$ cat src/rtl/naive_bus_pkg.sv
// Shared definitions for the naive_bus arbiter: owner encoding, bus widths
// and the conflict counter width.
package naive_bus_pkg;

  localparam int ADDR_W = 32;
  localparam int DATA_W = 32;
  localparam int BE_W   = DATA_W / 8;

  // Width and saturation value of the conflict counter
  localparam int                CNT_W   = 16;
  localparam logic [CNT_W-1:0]  CNT_MAX = {CNT_W{1'b1}};

  // Read-data owner encoding, as seen on o_rd_owner
  typedef enum logic [1:0] {
    OWN_NONE = 2'b00,
    OWN_M0   = 2'b01,
    OWN_M1   = 2'b10
  } owner_e;

  // Requester index carried by the select logic
  typedef enum logic {
    SEL_M0 = 1'b0,
    SEL_M1 = 1'b1
  } sel_e;

endpackage

$ cat src/rtl/naive_bus.sv
// naive_bus interface: independent read and write request/grant channels.
// Read data returns one cycle after the read grant.
interface naive_bus;
  import naive_bus_pkg::*;

  logic              rd_req;
  logic              rd_gnt;
  logic [ADDR_W-1:0] rd_addr;
  logic [DATA_W-1:0] rd_data;
  logic              wr_req;
  logic              wr_gnt;
  logic [ADDR_W-1:0] wr_addr;
  logic [DATA_W-1:0] wr_data;
  logic [BE_W-1:0]   wr_be;

  // The side that issues requests
  modport master (
    output rd_req, rd_addr, wr_req, wr_addr, wr_data, wr_be,
    input  rd_gnt, rd_data, wr_gnt
  );

  // The side that grants requests and returns read data
  modport slave (
    input  rd_req, rd_addr, wr_req, wr_addr, wr_data, wr_be,
    output rd_gnt, rd_data, wr_gnt
  );

endinterface

$ cat src/rtl/naive_bus_arb_sel.sv
// Pure combinational requester selection. When both requesters want the bus
// the one not named by last_q wins; a single requester always wins at once.
// Feeding last_q with a constant 0 turns this into fixed priority for m1.
module naive_bus_arb_sel
  import naive_bus_pkg::*;
(
  input  logic req0,
  input  logic req1,
  input  logic last_q,
  output sel_e sel,
  output logic valid
);

  // Pick at most one requester from the request lines and the last winner
  always_comb begin
    valid = req0 | req1;
    sel   = SEL_M0;
    if (req0 && req1) begin
      sel = last_q ? SEL_M0 : SEL_M1;
    end else if (req1) begin
      sel = SEL_M1;
    end
  end

endmodule

$ cat src/rtl/naive_bus_arbiter2.sv
// Two-requester naive_bus arbiter. m0 is the instruction side, m1 the data
// side; both share one downstream port s.
// Build option NAIVE_BUS_ARB_RR_EN: defined -> round-robin between m0 and m1
// using last_q; undefined -> fixed priority with m1 always winning.
// Selection never looks at the slave grants, so request->grant is loop free.
module naive_bus_arbiter2
  import naive_bus_pkg::*;
(
  input  logic             clk,
  input  logic             rst_n,
  naive_bus.slave          m0,
  naive_bus.slave          m1,
  naive_bus.master         s,
  output logic [CNT_W-1:0] o_conflict_cnt,
  output logic [1:0]       o_rd_owner
);

  logic             req0;
  logic             req1;
  logic             last_sel;
  sel_e             sel;
  logic             sel_valid;
  logic             fwd_rd_gnt;
  logic             fwd_wr_gnt;

  owner_e           rd_owner_reg;
  owner_e           rd_owner_next;
  logic [CNT_W-1:0] conflict_cnt_reg;
  logic [CNT_W-1:0] conflict_cnt_next;

  assign req0 = m0.rd_req | m0.wr_req;
  assign req1 = m1.rd_req | m1.wr_req;

`ifdef NAIVE_BUS_ARB_RR_EN
  logic last_q;

  // Remember the last granted requester; only a real grant moves it, so the
  // choice stays put while the slave stalls
  always_ff @(posedge clk) begin
    if (!rst_n) begin
      last_q <= 1'b1;
    end else if (fwd_rd_gnt || fwd_wr_gnt) begin
      last_q <= sel;
    end
  end

  assign last_sel = last_q;
`else
  // Pretend m0 always won last time: with both requesting m1 is chosen
  assign last_sel = 1'b0;
`endif

  naive_bus_arb_sel u_sel (
    .req0   (req0),
    .req1   (req1),
    .last_q (last_sel),
    .sel    (sel),
    .valid  (sel_valid)
  );

  // Forward the selected requester's command and payload downstream
  always_comb begin
    s.rd_req  = 1'b0;
    s.rd_addr = '0;
    s.wr_req  = 1'b0;
    s.wr_addr = '0;
    s.wr_data = '0;
    s.wr_be   = '0;
    if (sel_valid) begin
      if (sel == SEL_M1) begin
        s.rd_req  = m1.rd_req;
        s.rd_addr = m1.rd_addr;
        s.wr_req  = m1.wr_req;
        s.wr_addr = m1.wr_addr;
        s.wr_data = m1.wr_data;
        s.wr_be   = m1.wr_be;
      end else begin
        s.rd_req  = m0.rd_req;
        s.rd_addr = m0.rd_addr;
        s.wr_req  = m0.wr_req;
        s.wr_addr = m0.wr_addr;
        s.wr_data = m0.wr_data;
        s.wr_be   = m0.wr_be;
      end
    end
  end

  // Route slave grants to the selected requester only
  always_comb begin
    fwd_rd_gnt = sel_valid & s.rd_gnt;
    fwd_wr_gnt = sel_valid & s.wr_gnt;
    m0.rd_gnt  = 1'b0;
    m0.wr_gnt  = 1'b0;
    m1.rd_gnt  = 1'b0;
    m1.wr_gnt  = 1'b0;
    if (sel == SEL_M1) begin
      m1.rd_gnt = fwd_rd_gnt;
      m1.wr_gnt = fwd_wr_gnt;
    end else begin
      m0.rd_gnt = fwd_rd_gnt;
      m0.wr_gnt = fwd_wr_gnt;
    end
  end

  // Return read data to whoever owned last cycle's read grant
  always_comb begin
    m0.rd_data = '0;
    m1.rd_data = '0;
    if (rd_owner_reg == OWN_M0) begin
      m0.rd_data = s.rd_data;
    end else if (rd_owner_reg == OWN_M1) begin
      m1.rd_data = s.rd_data;
    end
  end

  // Next read owner and saturating conflict count
  always_comb begin
    rd_owner_next = OWN_NONE;
    if (fwd_rd_gnt) begin
      rd_owner_next = (sel == SEL_M1) ? OWN_M1 : OWN_M0;
    end
    conflict_cnt_next = conflict_cnt_reg;
    if (req0 && req1 && (conflict_cnt_reg != CNT_MAX)) begin
      conflict_cnt_next = conflict_cnt_reg + 1'b1;
    end
  end

  // Register read owner and conflict count; reset drops any pending read data
  always_ff @(posedge clk) begin
    if (!rst_n) begin
      rd_owner_reg     <= OWN_NONE;
      conflict_cnt_reg <= '0;
    end else begin
      rd_owner_reg     <= rd_owner_next;
      conflict_cnt_reg <= conflict_cnt_next;
    end
  end

  assign o_rd_owner     = rd_owner_reg;
  assign o_conflict_cnt = conflict_cnt_reg;

endmodule
$ cat src/flat_wrapper.sv
// flat-port wrapper written by rule: the top's interface ports become plain ports
module naive_bus_arbiter2_flat import naive_bus_pkg::*;
  (clk, rst_n, o_conflict_cnt, o_rd_owner, m0_rd_req, m0_rd_addr, m0_wr_req, m0_wr_addr, m0_wr_data, m0_wr_be, m0_rd_gnt, m0_rd_data, m0_wr_gnt, m1_rd_req, m1_rd_addr, m1_wr_req, m1_wr_addr, m1_wr_data, m1_wr_be, m1_rd_gnt, m1_rd_data, m1_wr_gnt, s_rd_req, s_rd_addr, s_wr_req, s_wr_addr, s_wr_data, s_wr_be, s_rd_gnt, s_rd_data, s_wr_gnt);
  naive_bus m0_i ();
  naive_bus m1_i ();
  naive_bus s_i ();
  input  logic clk;
  input  logic rst_n;
  output logic [CNT_W-1:0] o_conflict_cnt;
  output logic [1:0] o_rd_owner;
  input wire logic [$bits(m0_i.rd_req)-1:0] m0_rd_req;
  input wire logic [$bits(m0_i.rd_addr)-1:0] m0_rd_addr;
  input wire logic [$bits(m0_i.wr_req)-1:0] m0_wr_req;
  input wire logic [$bits(m0_i.wr_addr)-1:0] m0_wr_addr;
  input wire logic [$bits(m0_i.wr_data)-1:0] m0_wr_data;
  input wire logic [$bits(m0_i.wr_be)-1:0] m0_wr_be;
  output wire logic [$bits(m0_i.rd_gnt)-1:0] m0_rd_gnt;
  output wire logic [$bits(m0_i.rd_data)-1:0] m0_rd_data;
  output wire logic [$bits(m0_i.wr_gnt)-1:0] m0_wr_gnt;
  input wire logic [$bits(m1_i.rd_req)-1:0] m1_rd_req;
  input wire logic [$bits(m1_i.rd_addr)-1:0] m1_rd_addr;
  input wire logic [$bits(m1_i.wr_req)-1:0] m1_wr_req;
  input wire logic [$bits(m1_i.wr_addr)-1:0] m1_wr_addr;
  input wire logic [$bits(m1_i.wr_data)-1:0] m1_wr_data;
  input wire logic [$bits(m1_i.wr_be)-1:0] m1_wr_be;
  output wire logic [$bits(m1_i.rd_gnt)-1:0] m1_rd_gnt;
  output wire logic [$bits(m1_i.rd_data)-1:0] m1_rd_data;
  output wire logic [$bits(m1_i.wr_gnt)-1:0] m1_wr_gnt;
  output wire logic [$bits(s_i.rd_req)-1:0] s_rd_req;
  output wire logic [$bits(s_i.rd_addr)-1:0] s_rd_addr;
  output wire logic [$bits(s_i.wr_req)-1:0] s_wr_req;
  output wire logic [$bits(s_i.wr_addr)-1:0] s_wr_addr;
  output wire logic [$bits(s_i.wr_data)-1:0] s_wr_data;
  output wire logic [$bits(s_i.wr_be)-1:0] s_wr_be;
  input wire logic [$bits(s_i.rd_gnt)-1:0] s_rd_gnt;
  input wire logic [$bits(s_i.rd_data)-1:0] s_rd_data;
  input wire logic [$bits(s_i.wr_gnt)-1:0] s_wr_gnt;
  assign m0_i.rd_req = m0_rd_req;
  assign m0_i.rd_addr = m0_rd_addr;
  assign m0_i.wr_req = m0_wr_req;
  assign m0_i.wr_addr = m0_wr_addr;
  assign m0_i.wr_data = m0_wr_data;
  assign m0_i.wr_be = m0_wr_be;
  assign m0_rd_gnt = m0_i.rd_gnt;
  assign m0_rd_data = m0_i.rd_data;
  assign m0_wr_gnt = m0_i.wr_gnt;
  assign m1_i.rd_req = m1_rd_req;
  assign m1_i.rd_addr = m1_rd_addr;
  assign m1_i.wr_req = m1_wr_req;
  assign m1_i.wr_addr = m1_wr_addr;
  assign m1_i.wr_data = m1_wr_data;
  assign m1_i.wr_be = m1_wr_be;
  assign m1_rd_gnt = m1_i.rd_gnt;
  assign m1_rd_data = m1_i.rd_data;
  assign m1_wr_gnt = m1_i.wr_gnt;
  assign s_rd_req = s_i.rd_req;
  assign s_rd_addr = s_i.rd_addr;
  assign s_wr_req = s_i.wr_req;
  assign s_wr_addr = s_i.wr_addr;
  assign s_wr_data = s_i.wr_data;
  assign s_wr_be = s_i.wr_be;
  assign s_i.rd_gnt = s_rd_gnt;
  assign s_i.rd_data = s_rd_data;
  assign s_i.wr_gnt = s_wr_gnt;
  naive_bus_arbiter2 u_core (.clk(clk), .rst_n(rst_n), .m0(m0_i), .m1(m1_i), .s(s_i), .o_conflict_cnt(o_conflict_cnt), .o_rd_owner(o_rd_owner));
endmodule
$ cat config.mk
export PLATFORM = sky130hd
export DESIGN_NAME = naive_bus_arbiter2_flat
export DESIGN_NICKNAME = d
export VERILOG_FILES = /design/src/rtl/naive_bus_pkg.sv /design/src/rtl/naive_bus.sv /design/src/rtl/naive_bus_arb_sel.sv /design/src/rtl/naive_bus_arbiter2.sv /design/src/flat_wrapper.sv
export SDC_FILE = /design/constraint.sdc
export NUM_CORES = 1
export LEC_CHECK = 0
export CAP_MARGIN = 0
export CORE_AREA = 4 4 163 165
export DETAILED_ROUTE_END_ITERATION = 12
export DIE_AREA = 0 0 167 169
export HOLD_SLACK_MARGIN = 0.1
export PLACE_DENSITY = 0.47
export SYNTH_ARGS = -nofsm -noshare
export SYNTH_HDL_FRONTEND = slang
export SYNTH_SLANG_ARGS = --single-unit
$ cat constraint.sdc
create_clock -name clk -period 1.9 [get_ports clk]
set_clock_uncertainty 0.05 [all_clocks]
set_input_delay 0.19 -clock clk [delete_from_list [all_inputs] [get_ports clk]]
set_output_delay 0.19 -clock clk [all_outputs]
set_load 0.03 [all_outputs]
==> impl_summary.txt, run 1 <==
----------------------------------------------------
[Logic synthesis]
  Number of register bits inferred by synthesis ... 18
  Main combinational cell family by area after synthesis ... compound AO/OA/AOI/OAI gates
  Simple-gate share of the synthesized area ... 0.290
  Netlist area before placement ... ~2300 sq um
  Leading cell type by number of instances after synthesis ... sky130_fd_sc_hd__a22o_1
  Number of standard cells after synthesis ... ~300
  Fraction of the mapped netlist area in adder cells ... 0.00540
  Complex-gate fraction of the synthesized area ... 0.471
  Synth Area per Inst ... 7.70 sq um
  Share of synthesized area spent on multiplexers ... 0.0130
  Async set or reset register ratio after synthesis ... 0
  Post-synth top area share ... 0.378
  Cell types with the largest area share after synthesis ... sky130_fd_sc_hd__a22o_1, sky130_fd_sc_hd__and2_1, sky130_fd_sc_hd__dfxtp_1
  Xor/xnor share of the synthesized area ... 0
  Share of the yosys chip area belonging to registers ... 0.156
  Synthesis Warnings ... 0
  Number of enable-type register cells in the synthesized netlist ... 0
  Cell type with the highest aggregate area in the netlist ... sky130_fd_sc_hd__a22o_1
  Number of different library cells in the post-synthesis netlist ... 38
  Syn nets ... approximately 540
  Post-synth top flop ... sky130_fd_sc_hd__dfxtp_1
  Most instantiated cells after synthesis ... sky130_fd_sc_hd__a22o_1, sky130_fd_sc_hd__and2_1, sky130_fd_sc_hd__clkbuf_1, sky130_fd_sc_hd__dfxtp_1, sky130_fd_sc_hd__a21oi_1

[Timing]
  Final hold slack ... 0.466 ns
  Setup Viol. Count Final ... 0
  Pins over their slew limit ... 0
  Min Tclk post-route ... 1.83 ns
  Slew HR ... 0.660
  Upper clock frequency limit ... 547 MHz
  Final-report hold violation count ... 0
  Setup repair after global routing missed its margin ... no
  Setup total negative slack ... 0 ns
  Slew at the pin closest to its max-slew limit ... 0.510 ns
  Share of the clock period used by the worst path after layout ... 0.963

[Setup path]
  Cells traversed along the worst timing path ... dlygate4sd2_1 -> buf_4 -> nor2_4 -> nor2_4 -> buf_12 -> buf_16 -> clkbuf_16 -> a22o_4 -> buf_12
  Critical Path Sink Type ... output port
  Setup crit start kind ... primary input
  Worst path slowest cell ... sky130_fd_sc_hd__dlygate4sd2_1
  Buffers & Inverters on Critical Path ... 6
  Launch point of the critical path ... m0_wr_req
  Largest incremental delay on the critical path ... 0.25 ns
  Setup slack, reg-to-reg ... ~0.13 ns
  Highest fanout seen on the critical path ... 8
  CP Data Arrival Time ... roughly 1.6 ns
  Stages on worst setup path ... 9
  Worst flop-to-flop path startpoint ... u_core.o_conflict_cnt[0]$_SDFFE_PN0P_
  R2r endpoint ... u_core.o_conflict_cnt[12]$_SDFFE_PN0P_
  Crit path kind ... primary input to output port
  End point of the critical path ... s_rd_addr[26]
  Length in cells of the worst reg-to-reg path ... 6
  Endpoint required time on the critical path ... roughly 1.7 ns
  Family with the most delay on the worst path ... buffers and inverters

[Floorplanning]
  Total die area ... 28200 sq um
  Core footprint ... around 25000 sq um
  Effective utilization at floorplan ... 0.0926
  Ports placed on the boundary ... about 430
  Die extent in x ... 167 um
  Cell Rows ... 58
  Die height ... 169 um

[CTS]
  TritonCTS sink count ... 18
  Later-pin clock latency in the skew report ... around 0.25 ns
  Clock transition at the register clock pins on the worst setup and hold paths after CTS ... 0.06 ns
  Clock Tree Buf Depth ... 2
  Cts bufs inserted ... 3
  H-tree level count ... 1
  CTS tree ... built
  CTS Root Cell ... sky130_fd_sc_hd__clkbuf_16

[Placed design]
  Number of buffers inserted by port buffering ... 427
  Final GP Congestion ... 0.901
  HPWL Detailed ... ~18000 um

[Layout]
  Layout overhead on the synthesized area ... 222%
  Share of cells above drive strength 1 ... 0.311
  Number of fill cells in the layout ... around 2700
  Number of nets at the end of the flow ... 981
  Final core utilization ... 0.298

[Routing]
  Iteration-0 DRC Markers ... between 150 and 200
  Remaining routing DRC violations ... 0
  Final wirelength ... 21200 um
  Via count ... 4205
  Drt wl/cell ... roughly 20 um
  DRT Pass-1 Iters ... 4
  Via density ... between 3 and 4
  Final antenna-violating net count ... 0

[Power]
  IR drop worst, VDD ... around 0.29 mV
  Power per standard cell area ... 375 nW/um^2
  Leakage power summed over all cells ... around 3.2 nW
  Switching fraction of total power ... 0.379
  Total chip power ... between 2 and 3 mW
  Clock power frac ... 0.155
  Comb power frac ... 0.704
  Design internal power ... 1.74 mW
  Relative contribution of sequential cells to total power ... 0.141
  Switching power ... 1.06 mW

[GRT]
  Via count of the first global-routing pass ... between 4000 and 5000
  Global Route Usage Sum ... 0.137
  Total global routing overflow ... 0
  First-pass GRT wire length ... ~29000 um
  Number of antenna violations at the first check in global routing ... 1
  Pin count of the biggest net entering global routing ... around 100

[Flow run]
  Max cap viols ... 0

[Hold path]
  Hold Crit Class ... register to register

[Status]
  Outcome ... completed

----------------------------------------------------
-- area by class of cell --
| cell class | instances | area, sq um | area share |
|---|---|---|---|
| antenna | 2 | 5.00 | 0.000671 |
| clock buffer | 4 | 78.8 | 0.0106 |
| inverter | 5 | 18.8 | 0.00252 |
| multi-input combinational | 246 | 1890 | 0.253 |
| sequential | 18 | 365 | 0.0490 |
| tap | 330 | 413 | 0.0554 |
| timing repair buffer | 466 | 4690 | 0.629 |
-- per-layer routing --
metal | share of wire | track usage | wire [um]
met1 | 0.39 | 0.153 | 8250
met2 | 0.50 | 0.257 | 10600
met3 | 0.10 | 0.0514 | 2200
met4 | 0.0060 | 0.00889 | 126
met5 | 0 | 0 | 0
-- what timing repair did --
item / CTS / global route
buffers inserted: 5 / 0
cloned: 1 / 1
gates resized for setup: 17 / 9
pin swaps: 1 / 1
endpoints found under the setup margin: 103 / 29
hold buffers: 0 / 0
-- how the worst min path moves through the flow --
stage,start,to,depth (start not counted)
4_1_cts,u_core.o_conflict_cnt[0]$_SDFFE_PN0P_,u_core.o_conflict_cnt[0]$_SDFFE_PN0P_,2
3_5_place_dp,u_core.o_conflict_cnt[0]$_SDFFE_PN0P_,u_core.o_conflict_cnt[0]$_SDFFE_PN0P_,2
5_1_grt,u_core.o_conflict_cnt[0]$_SDFFE_PN0P_,u_core.o_conflict_cnt[0]$_SDFFE_PN0P_,2
3_3_place_gp,u_core.o_conflict_cnt[0]$_SDFFE_PN0P_,u_core.o_conflict_cnt[0]$_SDFFE_PN0P_,2
6_report,u_core.o_conflict_cnt[0]$_SDFFE_PN0P_,u_core.o_conflict_cnt[0]$_SDFFE_PN0P_,2
2_1_floorplan,s_rd_gnt,u_core.o_rd_owner[0]$_SDFF_PN0_,1
-- placed cells by master (no fill, tap or decap), types with 3 or more instances in the layout --
cell                              count
sky130_fd_sc_hd__dfxtp_1             16
sky130_fd_sc_hd__o31ai_1              3
sky130_fd_sc_hd__o21ai_0              5
sky130_fd_sc_hd__clkbuf_16            4
sky130_fd_sc_hd__nand2_1              7
sky130_fd_sc_hd__buf_6               11
sky130_fd_sc_hd__and2_1              68
sky130_fd_sc_hd__nand3_1              5
sky130_fd_sc_hd__a21oi_1             11
sky130_fd_sc_hd__a22o_1              95
sky130_fd_sc_hd__buf_12              38
sky130_fd_sc_hd__inv_1                5
sky130_fd_sc_hd__o41ai_1              3
sky130_fd_sc_hd__nor2_1               4
sky130_fd_sc_hd__nand4_1              4
sky130_fd_sc_hd__clkdlybuf4s50_1    253
sky130_fd_sc_hd__a22o_4               5
sky130_fd_sc_hd__mux2i_1              3
sky130_fd_sc_hd__nor3_1               3
sky130_fd_sc_hd__buf_4              158
sky130_fd_sc_hd__or4_1                3
sky130_fd_sc_hd__and3_1               4
sky130_fd_sc_hd__dlygate4sd2_1        3
-- cell families (layout without fill, tap and decap cells) --
group / after synthesis / in the layout
other: 0 / 2
multiplexers: 3 / 3
buffers and inverters: 37 / 475
adder cells (fa/ha/maj): 1 / 1
AO/OA/AOI/OAI: 132 / 132
AND/OR/NAND/NOR: 110 / 110
flip-flops: 18 / 18
-- worst min-delay path: stages (launching register included) --
cell and delay [ns]:
sky130_fd_sc_hd__dfxtp_4 0.37, sky130_fd_sc_hd__nand2_1 0.06, sky130_fd_sc_hd__mux2i_1 0.05
-- metrics by stage --
step / instance area, sq um / std cells / worst slack [ns]
finish: 7460 / 1071 / 0.0707
CTS: 7390 / 1068 / 0.0474
global placement: 7180 / 1058 / -0.178
global route: 7450 / 1069 / 0.00442
floorplan: 2330 / 301 / 0.0533
detailed placement: 7180 / 1058 / -0.204
-- power groups by stage --
stage | combinational [mW] | clock [mW] | sequential (mW)
after floorplan | 0.750 | 0 | 0.419
after global placement | 1.94 | 0 | 0.404
after detailed placement | 1.94 | 0 | 0.404
after CTS | 1.98 | 0.445 | 0.396
after global routing | 2.06 | 0.459 | 0.398
final | 1.97 | 0.434 | 0.396
-- registers in the layout, summed over array words and instances, names as in the netlist --
name	count
u_core.o_conflict_cnt	16
u_core.o_rd_owner	2
(Power assumes the default switching activity.)
==> run 2, diff against run 1 <==
--- a/config.mk
+++ b/config.mk
@@ -6,11 +6,12 @@
 export NUM_CORES = 1
 export LEC_CHECK = 0
 export CAP_MARGIN = 0
-export CORE_AREA = 4 4 163 165
+export CORE_AREA = 4 4 162 164
 export DETAILED_ROUTE_END_ITERATION = 12
-export DIE_AREA = 0 0 167 169
+export DIE_AREA = 0 0 166 168
 export HOLD_SLACK_MARGIN = 0.1
-export PLACE_DENSITY = 0.47
+export PLACE_DENSITY = 0.51
 export SYNTH_ARGS = -nofsm -noshare
 export SYNTH_HDL_FRONTEND = slang
+export SYNTH_HIERARCHICAL = 1
 export SYNTH_SLANG_ARGS = --single-unit
==> run 2 against run 1 <==
Combinational power is 18% higher. Die area is 1.2% lower. Final cell count is 12% higher. Sequential share of layout area is 0.41 points lower. Clock power is 5.1% lower. Fmax is 1.1% lower. Total power is 12% higher. Sequential cell count stayed put. Utilization is 3.7 points higher. Synthesized cell count is 38% higher. Global-route usage is 0.38 points lower. First-iteration DRC count is 30% lower. Critical path type unchanged. Largest power group unchanged.
==> impl_summary.txt, run 2 <==
----------------------------------------------------
[Status]
  Outcome ... completed (unchanged)

[Hold path]
  Hold Crit Class ... register to register (unchanged)

[Timing]
  Min Tclk post-route ... 1.85 ns (was 1.83 ns)
  Upper clock frequency limit ... 540 MHz (was 547 MHz)
  Setup total negative slack ... 0 ns (unchanged)
  Share of the clock period used by the worst path after layout ... 0.974 (was 0.963)
  Pins over their slew limit ... 0 (unchanged)
  Setup Viol. Count Final ... 0 (unchanged)
  Final-report hold violation count ... 0 (unchanged)
  Setup repair after global routing missed its margin ... no (unchanged)

[CTS]
  CTS Root Cell ... sky130_fd_sc_hd__clkbuf_16 (unchanged)
  Clock transition at the register clock pins on the worst setup and hold paths after CTS ... 0.05 ns (was 0.06 ns)
  Clock Tree Buf Depth ... 2 (unchanged)
  CTS tree ... built (unchanged)
  H-tree level count ... 1 (unchanged)
  Cts bufs inserted ... 3 (unchanged)
  TritonCTS sink count ... 18 (unchanged)
  Later-pin clock latency in the skew report ... 0.24 ns (was 0.25 ns)

[Logic synthesis]
  Post-synth top area share ... 0.329 (was 0.378)
  Async set or reset register ratio after synthesis ... 0 (unchanged)
  Post-synth top flop ... sky130_fd_sc_hd__dfxtp_1 (unchanged)
  Cell types with the largest area share after synthesis ... sky130_fd_sc_hd__mux2i_1, sky130_fd_sc_hd__nor2b_1, sky130_fd_sc_hd__and2_1 (was sky130_fd_sc_hd__a22o_1, sky130_fd_sc_hd__and2_1, sky130_fd_sc_hd__dfxtp_1)
  Most instantiated cells after synthesis ... sky130_fd_sc_hd__nor2b_1, sky130_fd_sc_hd__mux2i_1, sky130_fd_sc_hd__and2_1, sky130_fd_sc_hd__clkbuf_1, sky130_fd_sc_hd__dfxtp_1 (was sky130_fd_sc_hd__a22o_1, sky130_fd_sc_hd__and2_1, sky130_fd_sc_hd__clkbuf_1, sky130_fd_sc_hd__dfxtp_1, sky130_fd_sc_hd__a21oi_1)
  Number of enable-type register cells in the synthesized netlist ... 0 (unchanged)
  Netlist area before placement ... 3130 sq um (was 2320 sq um)
  Syn nets ... 655 (was 542)
  Share of the yosys chip area belonging to registers ... 0.115 (was 0.156)
  Synth Area per Inst ... 7.57 sq um (was 7.70 sq um)
  Leading cell type by number of instances after synthesis ... sky130_fd_sc_hd__nor2b_1 (was sky130_fd_sc_hd__a22o_1)
  Cell type with the highest aggregate area in the netlist ... sky130_fd_sc_hd__mux2i_1 (was sky130_fd_sc_hd__a22o_1)
  Number of register bits inferred by synthesis ... 18 (unchanged)
  Synthesis Warnings ... 6 (was 0)
  Number of different library cells in the post-synthesis netlist ... 41 (was 38)
  Number of standard cells after synthesis ... 414 (was 301)

[Routing]
  Drt wl/cell ... 17.3 um (was 19.8 um)
  Via count ... 4718 (was 4205)
  Final wirelength ... 20700 um (was 21200 um)
  DRT Pass-1 Iters ... 4 (unchanged)
  Iteration-0 DRC Markers ... 107 (was 152)
  Final antenna-violating net count ... 0 (unchanged)
  Remaining routing DRC violations ... 0 (unchanged)
  Via density ... 3.93 (about the same)

[Setup path]
  Highest fanout seen on the critical path ... 24 (was 8)
  Crit path kind ... primary input to output port (unchanged)
  CP Data Arrival Time ... 1.61 ns (was 1.59 ns)
  Setup crit start kind ... primary input (unchanged)
  Endpoint required time on the critical path ... 1.66 ns (about the same)
  Critical Path Sink Type ... output port (unchanged)

[Power]
  Power per standard cell area ... 375 nW/um^2 (about the same)
  Leakage power summed over all cells ... 3.72 nW (was 3.16 nW)
  IR drop worst, VDD ... 0.339 mV (was 0.293 mV)

[GRT]
  Number of antenna violations at the first check in global routing ... 0 (was 1)
  Pin count of the biggest net entering global routing ... 33 (was 104)
  Total global routing overflow ... 0 (unchanged)
  Via count of the first global-routing pass ... 4914 (was 4402)
  First-pass GRT wire length ... 29300 um (was 29400 um)
  Global Route Usage Sum ... 0.133 (was 0.137)

[Layout]
  Top library cells by usage in the layout, fill and taps aside ... sky130_fd_sc_hd__clkdlybuf4s50_1, sky130_fd_sc_hd__buf_4, sky130_fd_sc_hd__mux2i_1 (was sky130_fd_sc_hd__clkdlybuf4s50_1, sky130_fd_sc_hd__buf_4, sky130_fd_sc_hd__a22o_1)
  Number of flip-flops under the largest register name ... 16 (unchanged)
  Final core utilization ... 0.335 (was 0.298)
  Antenna diode count ... 0 (was 2)
  Layout overhead on the synthesized area ... 166% (was 222%)
  Leading cell type in the layout, fill and taps excluded ... sky130_fd_sc_hd__clkdlybuf4s50_1 (unchanged)
  Share of cells above drive strength 1 ... 0.320 (was 0.311)
  Number of nets at the end of the flow ... 1113 (was 981)

[Placed design]
  HPWL Detailed ... 16600 um (was 18500 um)
  Final GP Congestion ... 0.861 (was 0.901)
  Number of buffers inserted by port buffering ... 427 (unchanged)

[Floorplanning]
  Total die area ... 27900 sq um (was 28200 sq um)
  Die extent in x ... 166 um (was 167 um)
  Effective utilization at floorplan ... 0.126 (was 0.0926)
  Cell Rows ... 58 (unchanged)
  Core footprint ... 24900 sq um (was 25000 sq um)
  Die height ... 168 um (was 169 um)
  Ports placed on the boundary ... 428 (unchanged)

[Flow run]
  Max cap viols ... 0 (unchanged)

----------------------------------------------------
## run 2: cells by family (layout without fill, tap and decap cells)
logic type / Yosys count / after routing / share of synthesized area
compound gates: 34 / 34 / 0.0659
fa+ha+maj: 1 / 1 / 0.00399
buf+inv: 32 / 488 / 0.0395
flops: 18 / 18 / 0.115
mux: 103 / 103 / 0.329
other cells: 1 / 1 / 0.00120
simple gates: 225 / 225 / 0.446
## run 2: stage by stage
stage          hold WS, ns  power, mW  setup WS [ns]  instances  cell area, sq um
2_1_floorplan        0.271       1.43        -0.0391        414              3200
6_report             0.442       3.12         0.0497       1200              8330
4_1_cts              0.440       3.16        0.00612       1200              8320
3_3_place_gp         0.437       2.61         -0.308       1181              7850
3_5_place_dp         0.433       2.62         -0.323       1181              7850
5_1_grt              0.473       3.30        0.00252       1200              8330
## run 2: worst paths after layout
check	to	slack, ns	startpoint	depth (start not counted)
worst max-delay path	s_wr_data[20]	0.05	m0_rd_req	6
worst max register to register	u_core/o_conflict_cnt[13]$_SDFFE_PN0P_	0.08	u_core/o_conflict_cnt[0]$_SDFFE_PN0P_	4
worst min-delay path	u_core/o_conflict_cnt[10]$_SDFFE_PN0P_	0.44	u_core/o_conflict_cnt[10]$_SDFFE_PN0P_	2
worst min register to register	u_core/o_conflict_cnt[10]$_SDFFE_PN0P_	0.44	u_core/o_conflict_cnt[10]$_SDFFE_PN0P_	2
## run 2: where the power goes
group,internal (mW),switching [mW]
clock network,0.277,0.136
logic,1.21,1.11
registers,0.385,0.00659
total,1.87,1.26
## run 2: critical path: stages
cell,delay (ns)
sky130_fd_sc_hd__dlygate4sd2_1,0.24
sky130_fd_sc_hd__or2_4,0.25
sky130_fd_sc_hd__or2_4,0.29
sky130_fd_sc_hd__bufbuf_16,0.31
sky130_fd_sc_hd__nor2b_2,0.16
sky130_fd_sc_hd__buf_4,0.16
## run 2: final cells by class
type / instances / area, sq um
Inverter: 1 / 3.75
Fill cell: 2685 / 16600
Clock buffer: 3 / 75.1
Multi-Input combinational cell: 364 / 2750
Tap cell: 330 / 413
Timing Repair Buffer: 484 / 4710
Sequential cell: 18 / 374
## run 2: routing by layer
layer | GRT usage | wire length [um]
met1 | 0.147 | 7760
met2 | 0.248 | 10700
met3 | 0.0444 | 1880
met4 | 0.0262 | 357
met5 | 0 | 0
## run 2: what timing repair did
| item | 4_1_cts | 5_1_grt |
|---|---|---|
| hold buffers | 0 | 0 |
| pin swaps | 4 | 1 |
| setup buffers | 10 | 0 |
| resized for setup | 41 | 1 |
| cloned | 7 | 2 |
| endpoints found under the setup margin | 107 | 22 |
